<file path="src/rtl/bcd_add_seq.sv">
// Sequential NDIG-digit BCD adder with a seven-segment result display.
// Latency: done pulses NDIG+2 cycles after start is accepted (2 cycles for an illegal digit).
// Backpressure: start is honoured only in IDLE; it is ignored while busy, with no queueing.
module bcd_add_seq #(
  parameter int NDIG = 4
) (
  input  logic                    clk,
  input  logic                    resetn,
  input  logic                    start,
  input  logic                    cin,
  input  logic [4*NDIG-1:0]       a,
  input  logic [4*NDIG-1:0]       b,
  output logic                    busy,
  output logic                    done,
  output logic                    err,
  output logic [4*NDIG-1:0]       sum,
  output logic                    cout,
  output logic [7*(NDIG+1)-1:0]   hex
);

  typedef enum logic [1:0] {
    IDLE  = 2'd0,
    CHECK = 2'd1,
    ADD   = 2'd2,
    DONE  = 2'd3
  } state_t;

  // Active-low glyphs, bit 0 = segment a ... bit 6 = segment g.
  localparam logic [6:0] GLYPH_E     = 7'h06;
  localparam logic [6:0] GLYPH_BLANK = 7'h7F;
  localparam logic [6:0] GLYPH_0     = 7'h40;
  localparam logic [6:0] GLYPH_1     = 7'h79;

  state_t            state;
  state_t            state_nx;
  logic [4*NDIG-1:0] a_q;
  logic [4*NDIG-1:0] b_q;
  logic [4*NDIG-1:0] acc;
  logic              carry;
  logic              bad_q;
  logic [3:0]        idx;
  logic              bad_digit;
  logic              last_dig;
  logic [3:0]        a_dig;
  logic [3:0]        b_dig;
  logic [4:0]        t;
  logic [4:0]        t6;
  logic [3:0]        s_dig;
  logic              c_dig;

  function automatic logic [6:0] seg7(input logic [3:0] d);
    logic [6:0] g;
    case (d)
      4'd0:    g = 7'h40;
      4'd1:    g = 7'h79;
      4'd2:    g = 7'h24;
      4'd3:    g = 7'h30;
      4'd4:    g = 7'h19;
      4'd5:    g = 7'h12;
      4'd6:    g = 7'h02;
      4'd7:    g = 7'h78;
      4'd8:    g = 7'h00;
      4'd9:    g = 7'h10;
      default: g = 7'h7F;
    endcase
    return g;
  endfunction

  assign busy     = (state != IDLE);
  assign last_dig = (idx == 4'(NDIG-1));

  // State register; reset aborts any operation in flight.
  always_ff @(posedge clk or negedge resetn) begin
    if (!resetn) state <= IDLE;
    else         state <= state_nx;
  end

  // Next-state logic.
  always_comb begin
    state_nx = state;
    case (state)
      IDLE:    if (start) state_nx = CHECK;
      CHECK:   state_nx = bad_digit ? DONE : ADD;
      ADD:     if (last_dig) state_nx = DONE;
      DONE:    state_nx = IDLE;
      default: state_nx = IDLE;
    endcase
  end

  // Flag any latched operand digit outside 0..9.
  always_comb begin
    bad_digit = 1'b0;
    for (int i = 0; i < NDIG; i++) begin
      if (a_q[4*i +: 4] > 4'd9 || b_q[4*i +: 4] > 4'd9) bad_digit = 1'b1;
    end
  end

  // One decimal digit add with +6 correction for the current index.
  always_comb begin
    a_dig = a_q[4*idx +: 4];
    b_dig = b_q[4*idx +: 4];
    t     = {1'b0, a_dig} + {1'b0, b_dig} + {4'b0, carry};
    t6    = t + 5'd6;
    if (t > 5'd9) begin
      s_dig = t6[3:0];
      c_dig = 1'b1;
    end else begin
      s_dig = t[3:0];
      c_dig = 1'b0;
    end
  end

  // Operand capture and digit-serial accumulation.
  always_ff @(posedge clk or negedge resetn) begin
    if (!resetn) begin
      a_q   <= '0;
      b_q   <= '0;
      acc   <= '0;
      carry <= 1'b0;
      bad_q <= 1'b0;
      idx   <= 4'd0;
    end else begin
      case (state)
        IDLE: begin
          if (start) begin
            a_q   <= a;
            b_q   <= b;
            carry <= cin;
          end
        end
        CHECK: begin
          bad_q <= bad_digit;
          idx   <= 4'd0;
          acc   <= '0;
        end
        ADD: begin
          acc[4*idx +: 4] <= s_dig;
          carry           <= c_dig;
          idx             <= idx + 4'd1;
        end
        default: ;
      endcase
    end
  end

  // Result registers load only on leaving DONE; done marks that update.
  always_ff @(posedge clk or negedge resetn) begin
    if (!resetn) begin
      sum  <= '0;
      cout <= 1'b0;
      err  <= 1'b0;
      done <= 1'b0;
    end else begin
      done <= (state == DONE);
      if (state == DONE) begin
        sum  <= bad_q ? '0 : acc;
        cout <= bad_q ? 1'b0 : carry;
        err  <= bad_q;
      end
    end
  end

  // Display decode from the registered result.
  always_comb begin
    hex = '1;
    for (int i = 0; i < NDIG; i++) begin
      hex[7*i +: 7] = err ? GLYPH_E : seg7(sum[4*i +: 4]);
    end
    hex[7*NDIG +: 7] = err ? GLYPH_BLANK : (cout ? GLYPH_1 : GLYPH_0);
  end

endmodule

</file>
<file path="config.mk">
export PLATFORM = sky130hd
export DESIGN_NAME = bcd_add_seq
export DESIGN_NICKNAME = d
export VERILOG_FILES = /design/src/rtl/bcd_add_seq.sv
export SDC_FILE = /design/constraint.sdc
export NUM_CORES = 1
export LEC_CHECK = 0
export BUFFER_PORTS_ARGS = -buffer_cell sky130_fd_sc_hd__buf_4
export CORE_MARGIN = 3
export CORE_UTILIZATION = 30
export CTS_BUF_LIST = sky130_fd_sc_hd__clkbuf_4
export DETAILED_ROUTE_END_ITERATION = 12
export SETUP_SLACK_MARGIN = 0.5
export SLEW_MARGIN = 20
export SYNTH_ARGS = -nofsm -noshare
export SYNTH_HDL_FRONTEND = slang
export SYNTH_SLANG_ARGS = --single-unit
</file>
<file path="constraint.sdc">
create_clock -name clk -period 5.2 [get_ports clk]
set_input_delay 0.78 -clock clk [delete_from_list [all_inputs] [get_ports clk]]
set_output_delay 0.78 -clock clk [all_outputs]
set_load 0.05 [all_outputs]
</file>
==> metrics.md <==
| Metric | Value |
|---|---|
| Highest ir drop seen on vdd | 369 uV |
| Ports placed on the boundary | 91 |
| PwrDens | 688 nW/um^2 |
| Worst Hold Margin | 495 ps |
| Synthesized area per cell | 9.94 sq um |
| Max transition margin | 37.3% |
| Final number of max-transition violations | 0 |
| Kind of start point of the critical path | register |
| Worst hold path class | in2async |
| Drc violations | 0 |
| Count of vias placed by the detailed router | 3507 |
| Number of distinct standard cells referenced by the synthesized netlist | 47 |
| TritonCTS Sinks | 75 |
| Yosys top cell area share | 41.0% |
| Detailed-route vias per instance | 4.86 |
| # Max-Cap Violations | 0 |
| Async set-reset flop share out of synthesis | 100% |
| Area growth from synthesis to final layout | 20.8% |
| Clock root cell | clkbuf_4 |
| Unrepaired setup endpoints after global routing | no |
| Residual overflow from global routing | 0 |
| Number of hold-repair buffers added at the cts stage | 0 |
| Category of the worst setup path capture point | register |
| Cell types occupying the most area after synthesis | dfrtp_1 41%, ha_1 9.8%, mux2_2 8.6% |
| Number of enable flip-flop cells after synthesis | 0 |
| Number of global-route vias before repair | 3508 |
| Worst EP required | 5530 ps |
| Final Cell Area | 5530 sq um |
| Initial Util | 31.1% |
| # resized after CTS | 0 |
| Cells after Synth | 460 |
| Transition time at the pin with the least slew margin | 941 ps |
| Clock-pin slew of the registers on the worst-case setup and hold paths | 110 ps |
| Leakage power total | 2.49 nW |
| Routed wire length per instance | 14.3 microns |
| Portion of the post-synthesis area used by sequential elements | 41.0% |
| Post-CTS Setup Inserts | 0 |
| Peak clock frequency supported by timing | 0.246 GHz |
| DRC marker count from the first detailed-route iteration | 183 |
| Total setup violations reported at the end of the flow | 0 |
| Final hold viol count | 0 |
| Number of synthesized register bits | 75 |
| Vertical extent of the die | 129 microns |
| Final net count | 607 |
| Overall die width | 129 microns |
| Global-route wire length before repair | 17100 microns |
| Antenna diode count | 0 |
| Top flip-flop cell by instance count after synthesis | dfrtp_1 |
| Result of the run | completed |
| Detail Route Antenna Nets | 0 |
| TritonCTS buffer count | 9 |
| Post-layout minimum cycle time | 4060 ps |
| Maximum buffer depth of the clock tree | 2 |
| Max FO, Critical Path | 17 |
| Worst path arrival time | 4400 ps |
| Number of antenna violations at the first check in global routing | 0 |
| Standard-cell row count | 44 |
| Synthesized cell area | 4570 sq um |
| Share of cells above drive strength 1 | 30.7% |
| Setup TNS | 0 ps |
| Global routing usage summed across all routing layers | 12.4% |
| Area of the die | 16800 sq um |
| Cell type with the highest aggregate area in the netlist | dfrtp_1 |
| Routability-driven placement congestion ratio | 0.821 |
| Total of warnings raised by yosys | 0 |
| Pre-antenna DRT Iters | 4 |
| Port Buffer Count | 89 |
| Setup skew after layout | 11.3 ps |
| WS Path Type | reg2reg |
| Deepest level of the CTS H-tree | 3 |
| Maximum number of pins on one net before global-route repair | 76 |
| Syn_nets | 534 |
| TritonCTS clock tree | built |
| Clk Latency, worst-skew pair | 410 ps |
| Final WL | 10300 microns |
| DP HPWL | 7800 microns |
| Core Box Area | 14700 sq um |
| Cell area after placement | 5350 sq um |
| Final critical-path share of the clock period | 78.1% |
| Total Power | 3.80 mW |
==> critical path, stage by stage, from the launching register on <==
cell and delay (ps):
dfrtp_1 820, mux4_2 580, and2_1 190, fa_1 420, inv_1 90, fa_1 510
ha_1 260, a32o_2 260, o311ai_4 370, mux2_4 360, o21ai_1 140
==> sequential cells by signal (all words and copies together), names as in the netlist <==
name,cells
a_q,16
acc,16
b_q,16
sum,16
idx,4
state,2
bad_q,1
carry,1
cout,1
done,1
err,1
==> logic make-up after synthesis <==
kind of cell / synth area share, %
XOR/XNOR: 0.903
AND/OR/NAND/NOR: 13.1
AO/OA/AOI/OAI: 14.0
adder cells (fa/ha/maj): 10.7
flip-flops: 41.0
other: 0.0820
buffers and inverters: 5.39
multiplexers: 14.7
==> synth_stat cells (all sizes together), types with 4 or more instances <==
cell type / number
nor3: 4
mux2: 36
o21ai: 49
nand2: 31
and2: 6
mux2i: 13
or2: 6
nand2b: 5
nor2: 26
a21oi: 34
a311oi: 4
clkbuf: 18
nand3: 31
inv: 29
buf: 11
dfrtp: 75
ha: 36
o21bai: 8
mux4: 6
==> cell usage in the layout, fill, tap and decap left out, types with 9 or more instances in the layout <==
| cell type | count |
|---|---|
| mux2i_1 | 13 |
| nand2_1 | 31 |
| o21ai_0 | 44 |
| dfrtp_1 | 75 |
| ha_1 | 36 |
| mux2_2 | 35 |
| buf_4 | 91 |
| clkbuf_4 | 9 |
| a21oi_1 | 34 |
| nand3_1 | 31 |
| nor2_1 | 26 |
| inv_1 | 29 |
==> report_power, final <==
part	internal, mW	total (mW)	switching, mW
Clock	0.238	0.432	0.194
Sequential	0.763	0.957	0.194
Combinational	1.00	2.41	1.41
Total	2.00	3.80	1.80
==> path summary, 6_finish.rpt <==
path,start,to,slack [ps],cells past startpoint
max,idx[0],acc[2],1140,10
min,resetn,b_q[9],490,1
max reg2reg,idx[0],acc[2],1140,10
min reg2reg,b_q[8],b_q[8],520,1
max in group asynchronous,resetn,done,4080,1
min in group clk,b_q[8],b_q[8],520,1
==> metal layers <==
metal  part of all wire [%]  vias to the layer above  GRT usage (%)
met5                      0                        -              0
met4                   0.84                        0           2.57
met3                    5.4                        8           2.93
met2                     46                      112           20.3
met1                     47                     1635           16.8
li1                       -                     1752              -
==> layout make-up <==
type | instances | area, sq um
timing repair buffer | 91 | 683
tap | 184 | 230
sequential | 75 | 1880
multi-input combinational | 326 | 2450
fill | 1476 | 9170
clock inverter | 7 | 106
inverter | 30 | 113
clock buffer | 9 | 67.6
==> stage by stage <==
stage	utilization [%]	std cells	setup slack, ps
2_1_floorplan	-	460	1460
3_3_place_gp	36.4	706	1250
3_5_place_dp	36.4	706	1130
4_1_cts	37.6	722	1090
5_1_grt	37.6	722	920
6_report	37.6	722	1140
No activity file was read; power rests on OpenSTA's default activity.
